$ cat src/rtl/fetch_pkg.sv
// Shared types and constants for the dual-issue fetch front end.
package fetch_pkg;

  typedef logic [1:0] fetch_state_t;

  localparam fetch_state_t StIdle = 2'd0;
  localparam fetch_state_t StReq  = 2'd1;
  localparam fetch_state_t StWait = 2'd2;
  localparam fetch_state_t StDrop = 2'd3;

  // addi x0, x0, 0
  localparam logic [31:0] NOP_WORD = 32'h0000_0013;

  typedef struct packed {
    logic [31:0] insn;
    logic [31:0] pc;
  } fifo_entry_t;

endpackage

$ cat src/rtl/pair_fifo.sv
// Instruction FIFO: one-entry push, two-entry pop, exposes the two oldest entries.
module pair_fifo
  import fetch_pkg::*;
#(
  parameter int unsigned Depth = 8
) (
  input  logic                     clk,
  input  logic                     rst,
  input  logic                     clear_i,
  input  logic                     push_i,
  input  fifo_entry_t              push_entry_i,
  input  logic                     pop2_i,
  output fifo_entry_t              head0_o,
  output logic [31:0]              head1_insn_o,
  output logic [$clog2(Depth):0]   count_o
);

  localparam int unsigned PtrW = $clog2(Depth);
  localparam int unsigned CntW = PtrW + 1;
  localparam logic [CntW-1:0] FullCnt = CntW'(Depth);

  fifo_entry_t     mem_q [Depth];
  logic [PtrW-1:0] rd_ptr_q, rd_ptr_d;
  logic [PtrW-1:0] wr_ptr_q, wr_ptr_d;
  logic [PtrW-1:0] rd_ptr_nxt;
  logic [CntW-1:0] count_q, count_d;

  always_comb begin
    rd_ptr_d = rd_ptr_q;
    wr_ptr_d = wr_ptr_q;
    count_d  = count_q;
    if (clear_i) begin
      rd_ptr_d = '0;
      wr_ptr_d = '0;
      count_d  = '0;
    end else begin
      if (push_i) begin
        wr_ptr_d = wr_ptr_q + PtrW'(1);
      end
      if (pop2_i) begin
        rd_ptr_d = rd_ptr_q + PtrW'(2);
      end
      count_d = count_q + CntW'(push_i) - (pop2_i ? CntW'(2) : CntW'(0));
    end
  end

  always_ff @(posedge clk or posedge rst) begin
    if (rst) begin
      rd_ptr_q <= '0;
      wr_ptr_q <= '0;
      count_q  <= '0;
    end else begin
      rd_ptr_q <= rd_ptr_d;
      wr_ptr_q <= wr_ptr_d;
      count_q  <= count_d;
    end
  end

  // Storage needs no reset: count gates every read.
  always_ff @(posedge clk) begin
    if (push_i && !clear_i) begin
      mem_q[wr_ptr_q] <= push_entry_i;
    end
  end

  assign rd_ptr_nxt   = rd_ptr_q + PtrW'(1);
  assign head0_o      = mem_q[rd_ptr_q];
  assign head1_insn_o = mem_q[rd_ptr_nxt].insn;
  assign count_o      = count_q;

  push_not_full_a: assert property (@(posedge clk) disable iff (rst)
    (push_i && !clear_i) |-> (count_q < FullCnt));

  pop_has_pair_a: assert property (@(posedge clk) disable iff (rst)
    (pop2_i && !clear_i) |-> (count_q >= CntW'(2)));

endmodule

$ cat src/rtl/fetch_pair_buffer.sv
// Fetch front end: one-outstanding memory fetch FSM feeding a pair-issue FIFO.
module fetch_pair_buffer
  import fetch_pkg::*;
#(
  parameter int unsigned Depth   = 8,
  parameter logic [31:0] ResetPc = 32'h0000_0000,
  parameter logic [31:0] NopWord = NOP_WORD
) (
  input  logic                   clk,
  input  logic                   rst,
  input  logic                   flush_i,
  input  logic [31:0]            flush_pc_i,
  output logic                   imem_req_o,
  output logic [31:0]            imem_addr_o,
  input  logic                   imem_gnt_i,
  input  logic                   imem_rvalid_i,
  input  logic [31:0]            imem_rdata_i,
  input  logic                   freeze1_i,
  input  logic                   freeze2_i,
  output logic [31:0]            instruction0_o,
  output logic [31:0]            instruction1_o,
  output logic [31:0]            pc0_o,
  output logic                   nothing_filled_o,
  output logic [$clog2(Depth):0] count_o
);

  localparam int unsigned CntW = $clog2(Depth) + 1;
  localparam logic [CntW-1:0] FullCnt = CntW'(Depth);

  fetch_state_t    state_q, state_d;
  logic [31:0]     fetch_pc_q, fetch_pc_d;
  logic            push, pop2, nothing_filled;
  fifo_entry_t     push_entry, head0;
  logic [31:0]     head1_insn;
  logic [CntW-1:0] count, count_after;

  assign nothing_filled = (count < CntW'(2));
  assign pop2           = !freeze1_i && !freeze2_i && !nothing_filled && !flush_i;
  assign push           = (state_q == StWait) && imem_rvalid_i && !flush_i;
  assign count_after    = count + CntW'(push) - (pop2 ? CntW'(2) : CntW'(0));

  // In WAIT, fetch_pc already moved past the granted word.
  assign push_entry = '{insn: imem_rdata_i, pc: fetch_pc_q - 32'd4};

  always_comb begin
    state_d    = state_q;
    fetch_pc_d = fetch_pc_q;
    unique case (state_q)
      StIdle: begin
        if (flush_i || (count < FullCnt)) begin
          state_d = StReq;
        end
      end
      StReq: begin
        if (imem_gnt_i) begin
          fetch_pc_d = fetch_pc_q + 32'd4;
          // A grant coinciding with a flush leaves a stale response in flight.
          state_d    = flush_i ? StDrop : StWait;
        end
      end
      StWait: begin
        if (imem_rvalid_i) begin
          state_d = (flush_i || (count_after < FullCnt)) ? StReq : StIdle;
        end else if (flush_i) begin
          state_d = StDrop;
        end
      end
      StDrop: begin
        if (imem_rvalid_i) begin
          state_d = StReq;
        end
      end
      default: state_d = StIdle;
    endcase
    if (flush_i) begin
      fetch_pc_d = flush_pc_i;
    end
  end

  always_ff @(posedge clk or posedge rst) begin
    if (rst) begin
      state_q    <= StIdle;
      fetch_pc_q <= ResetPc;
    end else begin
      state_q    <= state_d;
      fetch_pc_q <= fetch_pc_d;
    end
  end

  pair_fifo #(
    .Depth(Depth)
  ) u_fifo (
    .clk          (clk),
    .rst          (rst),
    .clear_i      (flush_i),
    .push_i       (push),
    .push_entry_i (push_entry),
    .pop2_i       (pop2),
    .head0_o      (head0),
    .head1_insn_o (head1_insn),
    .count_o      (count)
  );

  assign imem_req_o       = (state_q == StReq);
  assign imem_addr_o      = fetch_pc_q;
  assign instruction0_o   = (count != '0) ? head0.insn : NopWord;
  assign instruction1_o   = nothing_filled ? NopWord : head1_insn;
  assign pc0_o            = (count != '0) ? head0.pc : fetch_pc_q;
  assign nothing_filled_o = nothing_filled;
  assign count_o          = count;

  addr_stable_a: assert property (@(posedge clk) disable iff (rst)
    (imem_req_o && !imem_gnt_i && !flush_i) |=> (imem_req_o && $stable(imem_addr_o)));

  no_req_when_full_a: assert property (@(posedge clk) disable iff (rst)
    imem_req_o |-> (count < FullCnt));

endmodule

$ cat config.mk
export PLATFORM = sky130hd
export DESIGN_NAME = fetch_pair_buffer
export DESIGN_NICKNAME = d
export VERILOG_FILES = /design/src/rtl/fetch_pkg.sv /design/src/rtl/pair_fifo.sv /design/src/rtl/fetch_pair_buffer.sv
export SDC_FILE = /design/constraint.sdc
export NUM_CORES = 1
export LEC_CHECK = 0
export CORE_MARGIN = 4
export CORE_UTILIZATION = 65
export DETAILED_ROUTE_END_ITERATION = 16
export DONT_BUFFER_PORTS = 1
export MAX_ROUTING_LAYER = met4
export PLACE_DENSITY = 0.92
export SETUP_SLACK_MARGIN = 0.1
export SLEW_MARGIN = 10
export SYNTH_ARGS = -nofsm -noshare
export SYNTH_HDL_FRONTEND = slang
export SYNTH_SLANG_ARGS = --single-unit
$ cat constraint.sdc
create_clock -name clk -period 17.92 [get_ports clk]
set_clock_uncertainty 0.15 [all_clocks]
set_input_delay 3.584 -clock clk [delete_from_list [all_inputs] [get_ports clk]]
set_output_delay 3.584 -clock clk [all_outputs]
set_load 0.05 [all_outputs]
==> flow_summary.toml <==
[routing]
wl_met1_um = 14170
via_per_inst = 6.821
wirelength_um = 38070
maxUsedRoutingLayer = "met4"
routedWlPerCell_um = 27.89
wl_met2_um = 19540
drtIter0Drc = 870
vias = 9311
ant_nets = 0
wl_met3_um = 3327
drt_first_pass_iters = 5
drcViolationCount = 0

[timing]
relSlewSlack_pct = 26.89
finalCriticalPeriod_ps = 6958
finalSetupTns_ps = 0
rsz0062_at_grt = "no"
hold_viol_final = 0
setup_viol = 0
worst-slew-pin-transition_ps = 1094
fin_crit_sh_pct = 38.83
whs_ps = 442.1
fmax_mhz = 143.7
slew_viol_final = 0

[finish]
drive_gt1_share_pct = 23.44
final_cell_mix = "edfxtp_1 (384), mux4_2 (96), nor2b_1 (59)"
num-nets-final = 1074
fill_cells = 1525
final_common_cell = "edfxtp_1"
areaGrowthSynthToFinish_pct = 10.09
diodes = 0
finalNonFillerCells = 1365

[power]
p_total_w = 0.002636
powerDensity_nw_per_um2 = 134.9
p_leak_nw = 6.163
switching_power_w = 0.0008443
p_clk_share_pct = 34.0
p_seq_share_pct = 44.6
sw_frac_of_total_pct = 32.03
p_comb_share_pct = 21.4
vdd_drop_max_uv = 158.9
intPower_w = 0.001792

[global_route]
overflow = 0
grt_first_pass_wirelength_um = 58980
antenna_found_initial = 0
grt_max_degree = 54
grt_use_total_pct = 26.38
grt_pass1_vias = 9788

[clock_tree]
cts_made_buffers = 42
cts_tree = "built"
cts_resized = 0
cts_sinks = 427
cts_max_level = 2
cts-root-buf = "clkbuf_16"
post_cts_buffers = 0
insertion_delay_ps = 520
clk_pin_slew_ps = 60
cts_hold_buf = 0
cts_buffer_depth = 3

[critical_path]
crit_slowest_cell = "dfrtp_4"
arrival_ps = 3220
max_stage_delay_ps = 900
cp-start-kind = "flip-flop"
r2r-end = "state_q[0]"
cp_max_fo = 53
cp.required_ps = 14190
end_kind = "primary output"
r2r-start = "u_fifo.count_o[3]"
r2r_slack_ps = 14080
reg2reg_depth = 12
path_class = "reg2out"
path_cells = "buf_4 -> mux4_2 -> nor2b_1"

[synthesis]
synth_area_um2 = 17750
synth_nets = 1078
synth_top_area_cell = "edfxtp_1"
ys_ff_latch = 427
synth.top_cell.area_share_pct = 64.97
yosys_most_used_dff = "edfxtp_1"
netlist_instances = 995
syn_area_per_cell_um2 = 17.84
netlist_top_cells_area = "edfxtp_1 (65%), mux4_2 (12%), dfrtp_1 (6.1%), mux2_2 (2.2%), nor2b_1 (2.1%)"
synth_cell_types = 46
yosysWarnings = 0
synth-seq-area-share_pct = 71.03
ys_async_sr_fraction_pct = 10.07
synth_edf_count = 384

[floorplanning]
dieHeight_um = 173.2
die-area_um2 = 30010
die_w_um = 173.2
rows = 60
initial_core_util_pct = 66.04
coreArea_um2 = 26880
ios = 205

[worst_hold_path]
holdPathStages = 2
hold_start = "u_fifo.wr_ptr_q[0]"
whs_endpoint = "u_fifo.wr_ptr_q[0]"
worstHoldPathType = "reg2reg"

[place]
dp.cells = 1288
port_buffers = 0
hpwl_um = 22520
place_congestion = 0.7769

[job]
drv_cap = 0

[outcome]
status = "complete, no violations"
worst max path at each step:
| stage | from | to | slack [ps] | depth (start not counted) |
|---|---|---|---|---|
| global route | u_fifo.rd_ptr_q[2] | instruction1_o[26] | 10810 | 3 |
| finish | u_fifo.rd_ptr_q[2] | instruction1_o[26] | 10960 | 3 |
| floorplan | flush_i | u_fifo.mem_q[0][0] | 8680 | 3 |
| global placement | u_fifo.rd_ptr_q[2] | instruction0_o[28] | 11480 | 3 |
| CTS | u_fifo.rd_ptr_q[2] | instruction1_o[26] | 10910 | 3 |
| detailed placement | u_fifo.rd_ptr_q[2] | instruction1_o[26] | 11440 | 3 |
critical path: cells and delay by family (launching register included):
family	cells	cell delay, ps
buf+inv	1	680
flops	1	900
mux	1	330
simple gates	1	750
per-stage QoR:
stage                     util, %  instance area (µm²)  setup WS (ps)
after floorplan                 -                17750           8676
after global placement      67.36                18100          11480
after detailed placement    67.36                18100          11440
after CTS                   72.70                19540          10910
after global routing        72.70                19540          10810
final                       72.70                19540          10960
cells by family after synthesis:
family,after synthesis,share of synthesized area (%)
fa+ha+maj,12,0.8459
mux,133,14.51
compound gates,54,1.854
buf+inv,80,1.903
flops,427,71.03
xor+xnor,44,2.171
simple gates,245,7.684
power groups by stage:
stage | Sequential (W) | Combinational, W | Clock, W
finish | 0.00118 | 0.000563 | 0.000898
global route | 0.00118 | 0.000590 | 0.000956
CTS | 0.00117 | 0.000567 | 0.000908
detailed placement | 0.00120 | 0.000565 | 0
global placement | 0.00119 | 0.000555 | 0
floorplan | 0.00118 | 0.000496 | 0
cell usage after synthesis (12+ instances only):
cell type,number
a31oi_1,15
buf_2,18
clkbuf_1,37
dfrtp_1,43
edfxtp_1,384
ha_1,12
inv_1,14
mux2_2,34
mux4_2,96
nand2_1,44
nand3_1,14
nor2_1,39
nor2b_1,59
nor3_1,16
o21ai_0,16
or4_1,16
xnor2_1,24
xor2_1,20
sequential cells by signal (all words and copies together), names as in the netlist:
| name | flops |
|---|---|
| imem_addr_o | 32 |
| state_q | 2 |
| u_fifo.count_o | 4 |
| u_fifo.mem_q | 384 |
| u_fifo.rd_ptr_q | 2 |
| u_fifo.wr_ptr_q | 3 |
area by class of cell:
class / count / area (µm²) / area share (%)
Multi-Input combinational cell: 488 / 4875 / 24.95
Inverter: 14 / 52.55 / 0.2690
Clock buffer: 55 / 1194 / 6.109
Clock inverter: 22 / 241.5 / 1.236
Tap cell: 341 / 426.7 / 2.184
Timing Repair Buffer: 18 / 135.1 / 0.6916
Sequential cell: 427 / 12610 / 64.56
per-layer routing:
layer	track usage (%)	up-vias
met3	5.976	77
met5	-	-
li1	-	3905
met1	34.18	4826
met2	43.25	503
met4	7.117	0
Note: power is estimated with default switching activity, not from simulation.
